[src/rtl/debug_uart_tx_sched_if.sv]
// Handshake bundle between the CPU write port, the trace source and the UART TX
// that debug_uart_tx_sched arbitrates; master is the surrounding SoC side.
interface debug_uart_tx_sched_if #(
    parameter int FIFO_AW = 2
);
    logic               cpu_wr_en;
    logic [7:0]         cpu_wr_data;
    logic               cpu_full;
    logic               cpu_overflow;
    logic [FIFO_AW:0]   fifo_level;
    logic               trc_req;
    logic [7:0]         trc_data;
    logic               trc_ack;
    logic               uart_tx_en;
    logic [7:0]         uart_tx_data;
    logic               uart_tx_busy;

    modport master (
        output cpu_wr_en, cpu_wr_data, trc_req, trc_data, uart_tx_busy,
        input  cpu_full, cpu_overflow, fifo_level, trc_ack,
        input  uart_tx_en, uart_tx_data
    );

    modport slave (
        input  cpu_wr_en, cpu_wr_data, trc_req, trc_data, uart_tx_busy,
        output cpu_full, cpu_overflow, fifo_level, trc_ack,
        output uart_tx_en, uart_tx_data
    );
endinterface

[src/rtl/debug_uart_tx_sched.sv]
// Shares the debug UART TX between the CPU byte FIFO and the trace source.
// Define DEBUG_UART_TRACE_EN to let the trace port compete (round-robin).
module debug_uart_tx_sched #(
    parameter int FIFO_DEPTH   = 4,
    parameter int FIFO_AW      = 2,
    parameter int BUSY_TIMEOUT = 3
) (
    input logic                  clk,
    input logic                  rst_n,
    debug_uart_tx_sched_if.slave bus
);
    localparam int TW = $clog2(BUSY_TIMEOUT + 1);
    localparam logic [TW-1:0] TO_LAST = TW'(BUSY_TIMEOUT - 1);
    localparam logic [FIFO_AW:0] DEPTH_L = (FIFO_AW + 1)'(FIFO_DEPTH);

    typedef enum logic [1:0] {
        IDLE,
        WAIT_BUSY,
        WAIT_DONE
    } state_t;

    state_t           state;
    logic [TW-1:0]    wait_cnt;
    logic [7:0]       mem [FIFO_DEPTH];
    logic [FIFO_AW:0] wr_ptr;
    logic [FIFO_AW:0] rd_ptr;
    logic [FIFO_AW:0] level;
    logic             full;
    logic             empty;
    logic             overflow;
    logic             trc_cand;
    logic             pick_cpu;
    logic             launch;
    logic             pop;
    logic             push;
    logic [7:0]       trc_byte;
    logic             tx_en;
    logic [7:0]       tx_data;
    logic             ack;

    assign level = wr_ptr - rd_ptr;
    assign full  = (level == DEPTH_L);
    assign empty = (level == '0);

`ifdef DEBUG_UART_TRACE_EN
    logic last_trc;

    assign trc_cand = bus.trc_req;
    assign trc_byte = bus.trc_data;
    // On a tie the source that did not win last time goes next.
    assign pick_cpu = !empty && (!trc_cand || last_trc);
`else
    logic unused_trc;

    assign unused_trc = ^{bus.trc_req, bus.trc_data};
    assign trc_cand   = 1'b0;
    assign trc_byte   = 8'h00;
    assign pick_cpu   = !empty;
`endif

    assign launch = (state == IDLE) && !bus.uart_tx_busy
                    && (!empty || trc_cand);
    assign pop    = launch && pick_cpu;
    // A pop frees a slot in the same edge, so a full FIFO can still accept.
    assign push   = bus.cpu_wr_en && (!full || pop);

    always_ff @(posedge clk) begin
        if (push)
            mem[wr_ptr[FIFO_AW-1:0]] <= bus.cpu_wr_data;
    end

    always_ff @(posedge clk or negedge rst_n) begin
        if (!rst_n) begin
            wr_ptr   <= '0;
            rd_ptr   <= '0;
            overflow <= 1'b0;
        end else begin
            if (push)
                wr_ptr <= wr_ptr + 1'b1;
            if (pop)
                rd_ptr <= rd_ptr + 1'b1;
            if (bus.cpu_wr_en && !push)
                overflow <= 1'b1;
        end
    end

    always_ff @(posedge clk or negedge rst_n) begin
        if (!rst_n) begin
            state    <= IDLE;
            wait_cnt <= '0;
            tx_en    <= 1'b0;
            tx_data  <= 8'h00;
            ack      <= 1'b0;
`ifdef DEBUG_UART_TRACE_EN
            last_trc <= 1'b1;
`endif
        end else begin
            tx_en <= 1'b0;
            ack   <= 1'b0;
            unique case (state)
                IDLE: begin
                    if (launch) begin
                        tx_en    <= 1'b1;
                        tx_data  <= pick_cpu ? mem[rd_ptr[FIFO_AW-1:0]]
                                             : trc_byte;
                        ack      <= !pick_cpu;
                        wait_cnt <= '0;
                        state    <= WAIT_BUSY;
`ifdef DEBUG_UART_TRACE_EN
                        last_trc <= !pick_cpu;
`endif
                    end
                end
                WAIT_BUSY: begin
                    // A UART that never raises busy must not stall us forever.
                    if (bus.uart_tx_busy)
                        state <= WAIT_DONE;
                    else if (wait_cnt == TO_LAST)
                        state <= IDLE;
                    else
                        wait_cnt <= wait_cnt + 1'b1;
                end
                WAIT_DONE: begin
                    if (!bus.uart_tx_busy)
                        state <= IDLE;
                end
                default: state <= IDLE;
            endcase
        end
    end

    assign bus.cpu_full     = full;
    assign bus.cpu_overflow = overflow;
    assign bus.fifo_level   = level;
    assign bus.trc_ack      = ack;
    assign bus.uart_tx_en   = tx_en;
    assign bus.uart_tx_data = tx_data;
endmodule

[src/flat_wrapper.sv]
// flat-port wrapper written by rule: the top's interface ports become plain ports
module debug_uart_tx_sched_flat 
#(
    parameter int FIFO_DEPTH   = 4,
    parameter int FIFO_AW      = 2,
    parameter int BUSY_TIMEOUT = 3
)
  (clk, rst_n, bus_cpu_wr_en, bus_cpu_wr_data, bus_trc_req, bus_trc_data, bus_uart_tx_busy, bus_cpu_full, bus_cpu_overflow, bus_fifo_level, bus_trc_ack, bus_uart_tx_en, bus_uart_tx_data);
  debug_uart_tx_sched_if #(.FIFO_AW(FIFO_AW)) bus_i ();
  input logic clk;
  input logic rst_n;
  input wire logic [$bits(bus_i.cpu_wr_en)-1:0] bus_cpu_wr_en;
  input wire logic [$bits(bus_i.cpu_wr_data)-1:0] bus_cpu_wr_data;
  input wire logic [$bits(bus_i.trc_req)-1:0] bus_trc_req;
  input wire logic [$bits(bus_i.trc_data)-1:0] bus_trc_data;
  input wire logic [$bits(bus_i.uart_tx_busy)-1:0] bus_uart_tx_busy;
  output wire logic [$bits(bus_i.cpu_full)-1:0] bus_cpu_full;
  output wire logic [$bits(bus_i.cpu_overflow)-1:0] bus_cpu_overflow;
  output wire logic [$bits(bus_i.fifo_level)-1:0] bus_fifo_level;
  output wire logic [$bits(bus_i.trc_ack)-1:0] bus_trc_ack;
  output wire logic [$bits(bus_i.uart_tx_en)-1:0] bus_uart_tx_en;
  output wire logic [$bits(bus_i.uart_tx_data)-1:0] bus_uart_tx_data;
  assign bus_i.cpu_wr_en = bus_cpu_wr_en;
  assign bus_i.cpu_wr_data = bus_cpu_wr_data;
  assign bus_i.trc_req = bus_trc_req;
  assign bus_i.trc_data = bus_trc_data;
  assign bus_i.uart_tx_busy = bus_uart_tx_busy;
  assign bus_cpu_full = bus_i.cpu_full;
  assign bus_cpu_overflow = bus_i.cpu_overflow;
  assign bus_fifo_level = bus_i.fifo_level;
  assign bus_trc_ack = bus_i.trc_ack;
  assign bus_uart_tx_en = bus_i.uart_tx_en;
  assign bus_uart_tx_data = bus_i.uart_tx_data;
  debug_uart_tx_sched #(.FIFO_DEPTH(FIFO_DEPTH), .FIFO_AW(FIFO_AW), .BUSY_TIMEOUT(BUSY_TIMEOUT)) u_core (.clk(clk), .rst_n(rst_n), .bus(bus_i));
endmodule
[config.mk]
export PLATFORM = sky130hd
export DESIGN_NAME = debug_uart_tx_sched_flat
export DESIGN_NICKNAME = d
export VERILOG_FILES = /design/src/rtl/debug_uart_tx_sched_if.sv /design/src/rtl/debug_uart_tx_sched.sv /design/src/flat_wrapper.sv
export SDC_FILE = /design/constraint.sdc
export NUM_CORES = 1
export LEC_CHECK = 0
export CAP_MARGIN = 40
export CORE_ASPECT_RATIO = 0.6
export CORE_MARGIN = 4
export CORE_UTILIZATION = 52
export CTS_CLUSTER_SIZE = 14
export DETAILED_ROUTE_END_ITERATION = 6
export PLACE_DENSITY_LB_ADDON = 0.12
export SLEW_MARGIN = 40
export SYNTH_ARGS = -nofsm -noshare
export SYNTH_HDL_FRONTEND = slang
export SYNTH_SLANG_ARGS = --single-unit
[constraint.sdc]
create_clock -name clk -period 2.65 [get_ports clk]
set_input_delay 0.3975 -clock clk [delete_from_list [all_inputs] [get_ports clk]]
set_output_delay 0.3975 -clock clk [all_outputs]
set_load 0.02 [all_outputs]
==> results.ini <==
[setup_path]
path_delay_family=adder cells
r2r_cells=6
slowest_delay_ns=0.45
regToRegStartpoint=u_core.wr_ptr[0]
cpMaxStageDelayCell=and2_1
required_ns=2.60
crit_chain=inv_1, ha_1, fa_1, xnor3_2, o31a_1, and2_1
crit_buf_inv=1
cp_max_fo=8
end_kind=flop
crit_path_start=u_core.wr_ptr[0]
path_depth=6
path_class=flop to flop
cp.arrival_ns=2.43
cp-start-kind=flop

[sta]
fin_tns_setup_ns=0
whs_ns=0.457
fin_crit_sh_pct=93.4
setup_viol=0
period_minus_slack_ns=2.48
hold_viol=0
drv_slew=0
rsz0062_at_grt=false
setup_ws_ns=0.174
max_freq_mhz=404
fin_worst_skew_ns=0.00341

[clocking]
cts_setup_buffers=0
cts_max_path_buffers=2
insertion_delay_ns=0.30
cts_buffers=5
clkTransAtPathRegs_ns=0.08
htreeDepth=2
cts_sinks=53
cts_tree=built
clockRootBuffer=clkbuf_8

[route]
vias_per_cell=5.39
num_vias=1095
drc_errors=0
drt_iter0_drc=19
drt-total-wl_um=3560
ant_nets=0
first_pass_iters=4
wl_per_cell_um=17.5

[global_route]
gr-usage-all-layers_pct=15.3
grt_max_degree=22
grt_pass1_vias=1176
overflow=0
grt_pass1_wl_um=5950
antenna_found_initial=0

[yosys]
synthTopCellsByArea=edfxtp_1, dfrtp_1, mux4_2
synthSimpleGateAreaFrac_pct=3.76
synth_compound_area_share_pct=3.13
synth-adder-area-share_pct=4.98
syn-cell-area_um2=2160
synth_top_family_by_area=multiplexers
synthMuxAreaShare_pct=13.7
synth_area_per_cell_um2=17.9
synth_top_cell_by_area=edfxtp_1
synth-seq-cells=53
synth.yosys.warnings=0
ys_seq_area_share_pct=68.8
syn_nets=150
synth_cells=121
synth_cell_type_count=32
synth_top_area_share_pct=44.5
synth-xor-area-share_pct=3.13

[floorplan]
coreArea_um2=3830
die_w_um=91.2
row_count=17
dieArea_um2=5280
start_util_pct=56.4
io_pins=36
dieHeight_um=57.9

[placed_design]
dp.cells=195
hpwl_um=2530
place_area_um2=2490
gp_congestion=0.738
post-place-ws_ns=0.0782
port_buffers=26

[pwr]
power_per_cell_area_nw_per_um2=1300
leakage_nw=1.02
peakVddDrop_mv=0.823
total_power_mw=3.38

[finish]
finalNonFillerCells=203
final_util_pct=67.9
ff_latch_area_um2=1490
synthToLayoutAreaGrowth_pct=20.3
nets=184
multi_input_area_um2=624
antenna_cells=0
design_area_um2=2600
drive_gt1_share_pct=23.7
n_fill_cell=251

[run_status]
status=finished clean

[run]
maxCapViolCount=0

[worst_hold_path]
hold_class=input port to async pin

-- final timing paths --
kind	end	slack, ns
min in group clk	u_core.bus.cpu_overflow	0.47
min	u_core.bus.uart_tx_data[2]	0.46
max in group asynchronous	u_core.bus.cpu_overflow	1.97
min reg2reg	u_core.bus.cpu_overflow	0.47
max reg2reg	u_core.mem[1][7]	0.17
max	u_core.mem[1][7]	0.17
-- flip-flops by register name, indices dropped and copies added, names as in the netlist --
register and cells:
u_core.mem 32, u_core.bus.uart_tx_data 8, u_core.rd_ptr 3, u_core.wr_ptr 3, u_core.state 2, u_core.wait_cnt 2
u_core.bus.cpu_overflow 1, u_core.bus.trc_ack 1, u_core.bus.uart_tx_en 1
-- area by class of cell --
type | instances | area share [%]
repair buffers | 30 | 10.9
inverters | 8 | 1.16
well taps | 47 | 2.26
clock inverters | 1 | 1.16
multi-input cells | 57 | 24.0
flip-flops and latches | 53 | 57.2
clock buffers | 7 | 3.32
-- cells in the mapped netlist --
master	n
buf_1	1
buf_6	1
dfrtp_1	21
o22ai_1	1
o211ai_1	1
xnor3_2	1
edfxtp_1	32
a31oi_1	1
mux2_2	9
mux2_4	1
a31o_2	1
o21ai_2	1
nand2b_1	1
fa_1	1
inv_2	2
nor3_1	1
xor2_1	2
xnor2_1	3
nand2_1	5
nor2_1	1
conb_1	1
and2_1	5
a2111oi_0	1
o31a_1	1
o21ai_0	1
clkbuf_2	1
or3_1	1
inv_1	6
a21o_1	1
ha_1	7
or4b_2	1
mux4_2	8
-- worst register-to-register path, delay by kind of cell (launching register included) --
kind                       cells  cell delay [ns]
xor gates and xnor gates       1             0.28
adders and majority gates      2             0.64
buffers and inverters          1             0.12
AOI/OAI and AO/OA              1             0.26
and+or+nand+nor                1             0.45
DFF                            1             0.38
-- where the power goes --
group | switching, mW | leakage [nW] | internal, mW
combinational | 0.805 | 0.415 | 0.743
clock | 0.238 | 0.0585 | 0.308
sequential | 0.124 | 0.544 | 1.17
total | 1.17 | 1.02 | 2.22
-- repair_timing --
item                       in CTS  in global routing
setup endpoints to repair       2                  3
resized for setup               2                  5
hold endpoints to repair        0                  0
hold buffers                    0                  0
-- logic make-up (layout without fill, tap and decap cells) --
group / count (synthesis) / count (layout)
AOI/OAI and AO/OA: 9 / 9
xor gates and xnor gates: 6 / 6
adders and majority gates: 8 / 8
buffers and inverters: 11 / 46
DFF: 53 / 53
muxes: 18 / 18
other: 1 / 1
and+or+nand+nor: 15 / 15
-- cells in the final DEF, fill, tap and decap left out, types with 3 or more instances in the layout --
cell type / instances
clkbuf_8: 6
mux2_2: 9
inv_1: 6
xnor2_1: 3
edfxtp_1: 32
dfrtp_1: 21
clkdlybuf4s50_1: 23
mux4_2: 8
and2_1: 5
buf_4: 4
nand2_1: 5
ha_1: 7
-- routing by layer --
layer,GRT usage [%],share of wire (%),vias up
met5,0,0,-
met4,5.15,1.5,0
met3,4.80,3.7,7
met2,25.2,47,24
met1,19.8,47,546
li1,-,-,518
No activity file was read; power rests on OpenSTA's default activity.
